`config.mk`:
```
export PLATFORM = sky130hd
export DESIGN_NAME = window_buf_loader_flat
export DESIGN_NICKNAME = d
export VERILOG_FILES = /design/src/rtl/window_buf_loader_if.sv /design/src/rtl/window_buf_loader.sv /design/src/flat_wrapper.sv
export SDC_FILE = /design/constraint.sdc
export NUM_CORES = 1
export LEC_CHECK = 0
export ABC_AREA = 1
export CAP_MARGIN = 20
export CORE_UTILIZATION = 55
export CTS_CLUSTER_DIAMETER = 30
export DETAILED_ROUTE_END_ITERATION = 8
export GPL_TIMING_DRIVEN = 0
export PLACE_DENSITY = 0.8
export SLEW_MARGIN = 5
export SYNTH_ARGS = -nofsm -noshare
export SYNTH_HDL_FRONTEND = slang
export SYNTH_SLANG_ARGS = --single-unit
export TNS_END_PERCENT = 100
```
`constraint.sdc`:
```
create_clock -name clk -period 6.6 [get_ports clk]
set_input_delay 1.32 -clock clk [delete_from_list [all_inputs] [get_ports clk]]
set_output_delay 1.32 -clock clk [all_outputs]
set_load 0.02 [all_outputs]
```
`src/rtl/window_buf_loader_if.sv`:
```
// Controller/memory-facing bundle of window_buf_loader. Under WBL_CMD_ERR_EN it also
// carries the sticky cmdErr flag.
interface window_buf_loader_if #(
    parameter int DATA_W = 8,
    parameter int IMG_W  = 8,
    parameter int IMG_H  = 8,
    parameter int K      = 3,
    parameter int ADDR_W = 8
);
    localparam int ROW_W = (IMG_H > 1) ? $clog2(IMG_H) : 1;
    localparam int COL_W = (IMG_W > 1) ? $clog2(IMG_W) : 1;

    logic                   initLd;
    logic                   ldBuf;
    logic [DATA_W-1:0]      memRdData;
    logic                   memRdEn;
    logic [ADDR_W-1:0]      memAddr;
    logic                   ldBufDone;
    logic                   ctrlDone;
    logic [K*K*DATA_W-1:0]  window;
    logic [ROW_W-1:0]       winRow;
    logic [COL_W-1:0]       winCol;
`ifdef WBL_CMD_ERR_EN
    logic                   cmdErr;

    modport master (output initLd, ldBuf, memRdData,
                    input  memRdEn, memAddr, ldBufDone, ctrlDone, window, winRow, winCol, cmdErr);
    modport slave  (input  initLd, ldBuf, memRdData,
                    output memRdEn, memAddr, ldBufDone, ctrlDone, window, winRow, winCol, cmdErr);
`else
    modport master (output initLd, ldBuf, memRdData,
                    input  memRdEn, memAddr, ldBufDone, ctrlDone, window, winRow, winCol);
    modport slave  (input  initLd, ldBuf, memRdData,
                    output memRdEn, memAddr, ldBufDone, ctrlDone, window, winRow, winCol);
`endif
endinterface

```
`src/rtl/window_buf_loader.sv`:
```
// Sliding K x K window loader (stride 1, raster order) over a 1-cycle-latency memory.
// Optional feature macro: WBL_CMD_ERR_EN adds the sticky cmdErr output.
module window_buf_loader #(
    parameter int DATA_W    = 8,
    parameter int IMG_W     = 8,
    parameter int IMG_H     = 8,
    parameter int K         = 3,
    parameter int ADDR_W    = 8,
    parameter int BASE_ADDR = 0
) (
    input  logic               clk,
    input  logic               rst,
    window_buf_loader_if.slave bus
);
    localparam int ROW_W = (IMG_H > 1) ? $clog2(IMG_H) : 1;
    localparam int COL_W = (IMG_W > 1) ? $clog2(IMG_W) : 1;
    localparam int IDX_W = (K > 1) ? $clog2(K) : 1;
    localparam logic [ROW_W-1:0] LAST_ROW = ROW_W'(IMG_H - K);
    localparam logic [COL_W-1:0] LAST_COL = COL_W'(IMG_W - K);
    localparam logic [IDX_W-1:0] K_LAST   = IDX_W'(K - 1);
    localparam logic             CTRL_RST = (IMG_H == K) && (IMG_W == K);

    typedef enum logic [1:0] {IDLE, ISSUE, DRAIN, DONE} state_e;

    state_e                state_q, state_d;
    logic [ROW_W-1:0]      row_q, row_d;
    logic [COL_W-1:0]      col_q, col_d;
    logic [IDX_W-1:0]      rd_r_q, rd_r_d, rd_c_q, rd_c_d;
    logic                  pend_q, pend_d;
    logic [IDX_W-1:0]      pend_r_q, pend_r_d, pend_c_q, pend_c_d;
    logic                  mem_rd_en_q, mem_rd_en_d;
    logic [ADDR_W-1:0]     mem_addr_q, mem_addr_d;
    logic                  ld_done_q, ld_done_d;
    logic                  ctrl_done_q, ctrl_done_d;
    logic [K*K*DATA_W-1:0] window_q, window_d;
    logic                  cmd_err_q, cmd_err_d;
    logic                  start, at_last, ignored;

    function automatic logic [ADDR_W-1:0] pix_addr(input logic [ROW_W-1:0] row,
                                                   input logic [COL_W-1:0] col,
                                                   input logic [IDX_W-1:0] r,
                                                   input logic [IDX_W-1:0] c);
        return ADDR_W'(BASE_ADDR) + (ADDR_W'(row) + ADDR_W'(r)) * ADDR_W'(IMG_W)
               + ADDR_W'(col) + ADDR_W'(c);
    endfunction

    // NOTE: every signal gets a default at the top of always_comb, so no path leaves one unassigned and no latch is inferred.
    always_comb begin
        state_d     = state_q;
        row_d       = row_q;
        col_d       = col_q;
        rd_r_d      = rd_r_q;
        rd_c_d      = rd_c_q;
        pend_d      = mem_rd_en_q;
        pend_r_d    = rd_r_q;
        pend_c_d    = rd_c_q;
        mem_rd_en_d = 1'b0;
        mem_addr_d  = mem_addr_q;
        window_d    = window_q;
        cmd_err_d   = cmd_err_q;
        start       = 1'b0;
        ignored     = 1'b0;
        at_last     = (row_q == LAST_ROW) && (col_q == LAST_COL);

        // Read data returns one cycle after its strobe; pend_* remembers where it belongs.
        if (pend_q)
            window_d[(int'(pend_r_q) * K + int'(pend_c_q)) * DATA_W +: DATA_W] = bus.memRdData;

        unique case (state_q)
            IDLE: begin
                if (bus.initLd) begin
                    start     = 1'b1;
                    row_d     = '0;
                    col_d     = '0;
                    rd_r_d    = '0;
                    rd_c_d    = '0;
                    cmd_err_d = 1'b0;
                end else if (bus.ldBuf && !at_last) begin
                    start  = 1'b1;
                    rd_r_d = '0;
                    if (col_q == LAST_COL) begin
                        row_d  = row_q + 1'b1;
                        col_d  = '0;
                        rd_c_d = '0;
                    end else begin
                        col_d  = col_q + 1'b1;
                        rd_c_d = K_LAST;
                        for (int r = 0; r < K; r++)
                            for (int c = 0; c < K - 1; c++)
                                window_d[(r * K + c) * DATA_W +: DATA_W] =
                                    window_q[(r * K + c + 1) * DATA_W +: DATA_W];
                    end
                end else if (bus.ldBuf) begin
                    ignored = 1'b1;
                end
                if (start) begin
                    state_d     = ISSUE;
                    mem_rd_en_d = 1'b1;
                    mem_addr_d  = pix_addr(row_d, col_d, rd_r_d, rd_c_d);
                end
            end
            ISSUE: begin
                ignored = bus.initLd || bus.ldBuf;
                // Both load shapes end on element (K-1, K-1).
                if (rd_r_q == K_LAST && rd_c_q == K_LAST) begin
                    state_d = DRAIN;
                end else begin
                    if (rd_r_q == K_LAST) begin
                        rd_r_d = '0;
                        rd_c_d = rd_c_q + 1'b1;
                    end else begin
                        rd_r_d = rd_r_q + 1'b1;
                    end
                    mem_rd_en_d = 1'b1;
                    mem_addr_d  = pix_addr(row_q, col_q, rd_r_d, rd_c_d);
                end
            end
            DRAIN: begin
                ignored = bus.initLd || bus.ldBuf;
                state_d = DONE;
            end
            default: begin
                ignored = bus.initLd || bus.ldBuf;
                state_d = IDLE;
            end
        endcase

        if (ignored)
            cmd_err_d = 1'b1;
        ld_done_d   = (state_d == DONE);
        ctrl_done_d = (state_d == IDLE) && (row_d == LAST_ROW) && (col_d == LAST_COL);
    end

    // NOTE: sequential state uses non-blocking assignments only, so every flop samples pre-edge values.
    always_ff @(posedge clk) begin
        if (rst) begin
            state_q     <= IDLE;
            row_q       <= '0;
            col_q       <= '0;
            rd_r_q      <= '0;
            rd_c_q      <= '0;
            pend_q      <= 1'b0;
            pend_r_q    <= '0;
            pend_c_q    <= '0;
            mem_rd_en_q <= 1'b0;
            mem_addr_q  <= '0;
            ld_done_q   <= 1'b0;
            ctrl_done_q <= CTRL_RST;
            // NOTE: the window storage is reset too; it is a visible output that must read all-zero after reset.
            window_q    <= '0;
            cmd_err_q   <= 1'b0;
        end else begin
            state_q     <= state_d;
            row_q       <= row_d;
            col_q       <= col_d;
            rd_r_q      <= rd_r_d;
            rd_c_q      <= rd_c_d;
            pend_q      <= pend_d;
            pend_r_q    <= pend_r_d;
            pend_c_q    <= pend_c_d;
            mem_rd_en_q <= mem_rd_en_d;
            mem_addr_q  <= mem_addr_d;
            ld_done_q   <= ld_done_d;
            ctrl_done_q <= ctrl_done_d;
            window_q    <= window_d;
            cmd_err_q   <= cmd_err_d;
        end
    end

    assign bus.memRdEn   = mem_rd_en_q;
    assign bus.memAddr   = mem_addr_q;
    assign bus.ldBufDone = ld_done_q;
    assign bus.ctrlDone  = ctrl_done_q;
    assign bus.window    = window_q;
    assign bus.winRow    = row_q;
    assign bus.winCol    = col_q;
`ifdef WBL_CMD_ERR_EN
    assign bus.cmdErr    = cmd_err_q;
`endif
endmodule
```
`src/flat_wrapper.sv`:
```
// flat-port wrapper written by rule: the top's interface ports become plain ports
module window_buf_loader_flat 
#(
    parameter int DATA_W    = 8,
    parameter int IMG_W     = 8,
    parameter int IMG_H     = 8,
    parameter int K         = 3,
    parameter int ADDR_W    = 8,
    parameter int BASE_ADDR = 0
)
  (clk, rst, bus_initLd, bus_ldBuf, bus_memRdData, bus_memRdEn, bus_memAddr, bus_ldBufDone, bus_ctrlDone, bus_window, bus_winRow, bus_winCol);
  window_buf_loader_if #(.DATA_W(DATA_W), .IMG_W(IMG_W), .IMG_H(IMG_H), .K(K), .ADDR_W(ADDR_W)) bus_i ();
  input  logic clk;
  input  logic rst;
  input wire logic [$bits(bus_i.initLd)-1:0] bus_initLd;
  input wire logic [$bits(bus_i.ldBuf)-1:0] bus_ldBuf;
  input wire logic [$bits(bus_i.memRdData)-1:0] bus_memRdData;
  output wire logic [$bits(bus_i.memRdEn)-1:0] bus_memRdEn;
  output wire logic [$bits(bus_i.memAddr)-1:0] bus_memAddr;
  output wire logic [$bits(bus_i.ldBufDone)-1:0] bus_ldBufDone;
  output wire logic [$bits(bus_i.ctrlDone)-1:0] bus_ctrlDone;
  output wire logic [$bits(bus_i.window)-1:0] bus_window;
  output wire logic [$bits(bus_i.winRow)-1:0] bus_winRow;
  output wire logic [$bits(bus_i.winCol)-1:0] bus_winCol;
  assign bus_i.initLd = bus_initLd;
  assign bus_i.ldBuf = bus_ldBuf;
  assign bus_i.memRdData = bus_memRdData;
  assign bus_memRdEn = bus_i.memRdEn;
  assign bus_memAddr = bus_i.memAddr;
  assign bus_ldBufDone = bus_i.ldBufDone;
  assign bus_ctrlDone = bus_i.ctrlDone;
  assign bus_window = bus_i.window;
  assign bus_winRow = bus_i.winRow;
  assign bus_winCol = bus_i.winCol;
  window_buf_loader #(.DATA_W(DATA_W), .IMG_W(IMG_W), .IMG_H(IMG_H), .K(K), .ADDR_W(ADDR_W), .BASE_ADDR(BASE_ADDR)) u_core (.clk(clk), .rst(rst), .bus(bus_i));
endmodule
```
==> key figures, run 1 <==
Yosys
  • Mapped Avg Cell Area: approximately 6.6 sq um
  • Fraction of registers with async set/reset: 0%
  • Post-synth top area share: 32.5%
  • Syn Std Cell Area: about 6200 sq um
  • Synth area leaders: dfxtp_1 (32%), nand2_1 (10%), inv_1 (7.7%), nand3_1 (7.7%), a21oi_1 (6.3%)
  • Sequential area share after synthesis: between 30 and 40%
  • Synth Register Bits: 100
  • Count of cell types in the netlist: a little over 40
  • Number of flops mapped to enable cells by yosys: 0
  • Synth warn: 0
  • Syn nets: around 970
  • Syn Inst Count: about 930
  • Main flop type after synthesis: dfxtp_1
  • Cell taking the most area after synthesis: dfxtp_1

CTS
  • Clock Latency Late Sink: between 300 and 400 ps
  • H-tree Lvls: 3
  • Hold Buf Count CTS: 0
  • Root Driver: clkbuf_8
  • Maximum clock path buffer count: 2
  • CTS sink cnt: 100
  • CTS clk-pin slew, worst paths: roughly 90 ps
  • TritonCTS Buffers: 9
  • Post-CTS setup buffer count: 0
  • Post_cts resized: 0
  • CTS tree: built

Cells and area
  • P&R area growth vs syn: 22.0%
  • Utilization after layout: 69.1%
  • Multi-input gate area: about 3400 sq um
  • Nets: between 1,000 and 1,500
  • Fin cells: ~1,200
  • Diode count: 0
  • Share of layout cells above drive strength 1: just under 7%
  • Final Cell Area: 7520 sq um
  • FF+latch area: between 2000 and 2500 sq um
  • Fillers: 988

Global routing
  • Met1 usage: between 40% and 50%
  • Gr usage total: between 30% and 40%
  • GR Overflow Total: 0
  • Vias in the first global route: roughly 6,000
  • Global-route wire length before repair: approximately 30,000 um
  • Met2 Use GR: a little over half
  • GR peak layer: met2
  • Largest net degree at the start of global routing: 16
  • Initial antenna violation count: 0
  • M3 GR Usage: 7.14%

Timing
  • Fin Setup TNS: 0 ps
  • Fin. Hold Viols: 0
  • Least-Margin Pin Slew: 644 ps
  • Worst hold slack: between 400 and 500 ps
  • Final period util: a little over half
  • Final setup fails: 0
  • Max_slew headroom: 57.0%
  • Crit path time final: roughly 3500 ps
  • Post-Route Skew: slightly below 9 ps
  • Final worst slack: between 3000 and 4000 ps
  • Final Max Slew Viols: 0
  • Unrepaired setup endpoints after global routing: no
  • Fmax: 283 MHz

Detailed routing
  • Wire length per cell: 16.2 um
  • Final WL: 19,300 um
  • Drt via density: 5.55
  • DR iter-0 viols: 690
  • Post-DRT Antenna Nets: 0
  • DR vias: about 6,600
  • Pre-antenna DRT Iters: 7
  • Post-route DRC: 0

Flow run
  • MaxCap Viol Count: 0

Floorplan
  • Die width: about 110 um
  • Die area: approximately 12,000 sq um
  • Die Y: between 100 and 150 um
  • Initial Utilization: 56.6%
  • Number of placement rows: 38
  • IO Pins: roughly 100
  • Total core area: around 11,000 sq um

Worst setup path
  • CP Depth: 14
  • Crit path max-delay family: simple AND/OR/NAND/NOR gates
  • WP data arrival: roughly 3800 ps
  • Crit-path cells: clkdlybuf4s50_1, nand2_1, nor2_4, xor2_1, nor2_1, ha_1, fa_1, or2_1, nand2_1, nand2_1, nand2_1, nand3b_1, nand2_1, inv_1
  • Worst Reg2Reg Path Length in Cells: 19
  • CP bufs+invs: 2
  • WP data required: slightly below 7000 ps
  • Slowest cell on the critical path: clkdlybuf4s50_1
  • Setup crit end kind: flip-flop
  • Critical Path Most Common Cell: nand2_1
  • CP max stage delay: 520 ps
  • Critical path class: in -> reg
  • CP Max Fanout: 6
  • CP Launch Type: input port

Placement
  • Pre-CTS setup slack: between 2000 and 3000 ps
  • Final HPWL DP: 14,800 um
  • Cells after DPL: around 1,200
  • Port Buf Inserts: 100
  • DP Area: approximately 7300 sq um
  • Gp weighted congestion: slightly above 1

Power and ir drop
  • PD cells: 207 nW/um^2
  • Leak pwr: roughly 3.4 nW
  • Total power: 1.55 mW
  • Maximum VDD drop: 0.177 mV

Worst hold path
  • Worst hold stages: 2
  • Min-Delay Path Class: reg -> reg

Run status
  • Status: completed
==> flip-flops by register name, summed over array words and instances (netlist names) <==
signal,flops
u_core.bus.window,72
u_core.bus.memAddr,8
u_core.bus.winCol,3
u_core.bus.winRow,3
u_core.pend_c_d,2
u_core.pend_c_q,2
u_core.pend_r_d,2
u_core.pend_r_q,2
u_core.state_q,2
u_core.bus.ctrlDone,1
u_core.bus.ldBufDone,1
u_core.bus.memRdEn,1
u_core.pend_q,1
==> placed cells by master, fill, tap and decap left out, types with 3 or more instances in the layout <==
| cell | instances |
|---|---|
| nand2_1 | 172 |
| inv_1 | 127 |
| clkdlybuf4s50_1 | 100 |
| dfxtp_1 | 100 |
| nand3_1 | 95 |
| nor2_1 | 83 |
| a21oi_1 | 77 |
| o21ai_0 | 73 |
| nand4_1 | 36 |
| clkbuf_1 | 27 |
| ha_1 | 17 |
| nor4_1 | 12 |
| clkbuf_8 | 11 |
| buf_2 | 10 |
| nor3_1 | 10 |
| o21ai_1 | 8 |
| nor2_4 | 7 |
| nand2_2 | 7 |
| buf_1 | 7 |
| inv_2 | 6 |
| nor2_2 | 6 |
| nand3_2 | 5 |
| o211ai_1 | 5 |
| fa_1 | 5 |
| xor2_1 | 4 |
| a211oi_1 | 4 |
| nand2_4 | 3 |
| buf_6 | 3 |
| o21bai_1 | 3 |
| a31oi_1 | 3 |
| clkinv_2 | 3 |
==> power breakdown <==
group,internal [mW],switching [mW]
combinational,0.162,0.342
clock,0.157,0.221
sequential,0.640,0.0326
==> path summary, 6_finish.rpt <==
check | from | to | slack [ps]
setup / recovery | bus_ldBuf | u_core.bus.memAddr[6] | 3070
hold / removal | u_core.bus.memRdEn | u_core.pend_q | 440
setup reg to reg | u_core.pend_r_q[0] | u_core.bus.window[6] | 3080
hold reg to reg | u_core.bus.memRdEn | u_core.pend_q | 440
==> cells in the mapped netlist (6+ instances only) <==
| library cell | count |
|---|---|
| nand3_1 | 95 |
| inv_1 | 127 |
| o21ai_0 | 73 |
| nor2_2 | 6 |
| o21ai_1 | 8 |
| nor2_1 | 83 |
| clkbuf_1 | 26 |
| nor2_4 | 7 |
| a21oi_1 | 77 |
| ha_1 | 17 |
| nand2_2 | 7 |
| nor3_1 | 10 |
| dfxtp_1 | 100 |
| nand4_1 | 36 |
| nand2_1 | 172 |
| inv_2 | 6 |
| buf_2 | 10 |
| nor4_1 | 12 |
| buf_1 | 7 |
==> layer usage <==
layer | vias to the layer above | share of wire [%]
li1 | 3291 | -
met4 | 0 | 3.5
met5 | - | 0
met3 | 54 | 9.7
met1 | 2905 | 44
met2 | 350 | 43
==> cell families (layout without fill, tap and decap cells) <==
family / Yosys count / count (layout) / share of synthesized area [%]
fa+ha+maj: 22 / 22 / 5.07
xor+xnor: 5 / 5 / 0.710
flops: 100 / 100 / 32.5
simple gates: 445 / 445 / 34.5
buf+inv: 185 / 301 / 12.0
compound gates: 177 / 177 / 15.2
==> area by class of cell <==
cell class	instances	share of cell area [%]
Multi-Input combinational cell	649	45.5
Buffer	48	2.96
Clock inverter	4	0.316
Inverter	137	6.91
Clock buffer	12	2.06
Timing Repair Buffer	100	13.3
Sequential cell	100	26.6
Tap cell	140	2.33
==> worst min-delay path, delay by kind of cell, from the launching register on <==
family | cells | cell delay [ps]
flip-flops | 1 | 330
buffers and inverters | 1 | 50
AND/OR/NAND/NOR | 1 | 30
No activity file was read; power rests on OpenSTA's default activity.
==> inputs of run 2 (changes only) <==
CORE_UTILIZATION = 54   (was 55)
PLACE_DENSITY = 0.79   (was 0.8)
clock period = 3.7 ns   (was 6.6 ns; I/O delays follow)
==> run 2 against run 1 <==
Non-clock buffer count unchanged; largest cell class unchanged; die area increased by 1.8%; final area increased by 1.6%; wire length increased by 1.8%; worst hold slack about the same; clock-buffer cell count decreased by 2; first-iteration DRC count decreased by 6.8%; global-route usage increased by 0.21 points; clock power increased to 2.5 times the previous value; setup slack got worse by 2800 ps; utilization increased by 0.47 points.
==> key figures, run 2 (synthesis results as in run 1) <==
Run status
  • Status: completed

Floorplan
  • Total core area: around 11,000 sq um
  • Die Y: ~110 um
  • Die area: between 10,000 and 15,000 sq um
  • IO Pins: 101
  • Initial Utilization: between 50% and 60%
  • Number of placement rows: 38
  • Die width: ~110 um

Detailed routing
  • Post-route DRC: 0
  • Post-DRT Antenna Nets: 0
  • DR iter-0 viols: 643
  • Wire length per cell: 16.5 um
  • Pre-antenna DRT Iters: 5
  • Final WL: just under 20,000 um
  • DR vias: roughly 6,700
  • Drt via density: about 5.7

Timing
  • Post-Route Skew: 15.8 ps
  • Final worst slack: roughly 250 ps
  • Worst hold slack: around 440 ps
  • Final Max Slew Viols: 0
  • Crit path time final: roughly 3500 ps
  • Fin. Hold Viols: 0
  • Max_slew headroom: between 50% and 60%
  • Final setup fails: 0
  • Fin Setup TNS: 0 ps
  • Final period util: between 90 and 100%
  • Least-Margin Pin Slew: between 600 and 700 ps
  • Unrepaired setup endpoints after global routing: no
  • Fmax: about 290 MHz

Cells and area
  • P&R area growth vs syn: 23.9%
  • Nets: 1,079
  • Commonest non-fill, non-tap cells in the layout: nand2_1 (172), inv_1 (127), clkdlybuf4s50_1 (100), dfxtp_1 (100), nand3_1 (95)
  • Largest register FFs: 72
  • Final Cell Area: approximately 7600 sq um
  • Utilization after layout: 69.5%
  • Fin cells: 1,190
  • Fillers: approximately 980
  • Share of layout cells above drive strength 1: under 10%
  • Diode count: 0
  • Most common cell after layout, fill and taps aside: nand2_1

CTS
  • H-tree Lvls: 3
  • Post_cts resized: 0
  • Hold Buf Count CTS: 0
  • CTS tree: built
  • CTS clk-pin slew, worst paths: approximately 80 ps
  • TritonCTS Buffers: 9
  • Maximum clock path buffer count: 2
  • Post-CTS setup buffer count: 0
  • Clock Latency Late Sink: about 350 ps
  • CTS sink cnt: 100
  • Root Driver: clkbuf_16

Global routing
  • Global-route wire length before repair: approximately 31,000 um
  • Largest net degree at the start of global routing: 19
  • GR Overflow Total: 0
  • Initial antenna violation count: 0
  • Gr usage total: ~35%
  • Vias in the first global route: 6,334

Worst setup path
  • WP data arrival: roughly 3700 ps
  • CP Launch Type: flip-flop
  • WP data required: between 3000 and 4000 ps
  • Setup crit end kind: flip-flop
  • CP Max Fanout: 10
  • Critical path class: reg -> reg

Placement
  • Final HPWL DP: 14,900 um
  • Port Buf Inserts: 100
  • Pre-CTS setup slack: roughly 260 ps
  • Gp weighted congestion: 1.00
  • DP Area: approximately 7300 sq um
  • Cells after DPL: approximately 1,200

Power and ir drop
  • Maximum VDD drop: roughly 0.34 mV
  • PD cells: 400 nW/um^2
  • Leak pwr: between 3 and 4 nW
  • Total power: a little over 3 mW

Worst hold path
  • Min-Delay Path Class: reg -> reg

Flow run
  • MaxCap Viol Count: 0
-- run 2: power breakdown --
part / switching (mW) / total [mW] / internal (mW)
registers: 0.0581 / 1.20 / 1.14
logic: 0.616 / 0.905 / 0.289
clock network: 0.463 / 0.951 / 0.488
total: 1.14 / 3.05 / 1.92
-- run 2: worst max-delay path: stages, from the launching register on --
cell and delay (ps):
dfxtp_1 340, ha_1 270, buf_2 220, clkinvlp_4 250, clkbuf_1 280, ha_1 300
nand3_2 110, inv_1 70, nand2_1 100, inv_1 50, ha_1 350, inv_1 80
nor2_2 400, nand2_1 210, inv_1 110, nand2_1 50, nand3_1 70, a21oi_1 70
-- run 2: final timing paths --
check / start / endpoint / slack [ps] / cells past startpoint
worst min-delay path: u_core.bus.memRdEn / u_core.pend_q / 440 / 2
worst min register to register: u_core.bus.memRdEn / u_core.pend_q / 440 / 2
worst max-delay path: u_core.pend_r_q[0] / u_core.bus.window[51] / 250 / 17
worst max register to register: u_core.pend_r_q[0] / u_core.bus.window[51] / 250 / 17
-- run 2: area by class of cell --
| type | count | area [sq um] | area share (%) |
|---|---|---|---|
| clock buffer | 10 | 239 | 3.13 |
| clock inverter | 6 | 53.8 | 0.704 |
| multi-input combinational | 649 | 3420 | 44.8 |
| buffer | 48 | 223 | 2.92 |
| timing repair buffer | 100 | 1000 | 13.1 |
| inverter | 137 | 523 | 6.85 |
| sequential | 100 | 2000 | 26.2 |
| tap | 140 | 175 | 2.29 |
-- run 2: routing by layer --
metal / share of wire [%] / routed length, um / track usage (%) / vias up
li1: - / - / - / 3300
met1: 43 / 8530 / 46.2 / 3047
met2: 44 / 8750 / 55.5 / 339
met3: 9.0 / 1780 / 5.32 / 59
met4: 3.1 / 612 / 14.5 / 0
met5: 0 / 0 / 0 / -
==> inputs of run 3 (changes only) <==
CAP_MARGIN = 10   (was 20)
SKIP_CTS_REPAIR_TIMING = 1   (was unset)
==> results of run 3 <==
Final layout, timing and power as in run 2 (identical DEF).
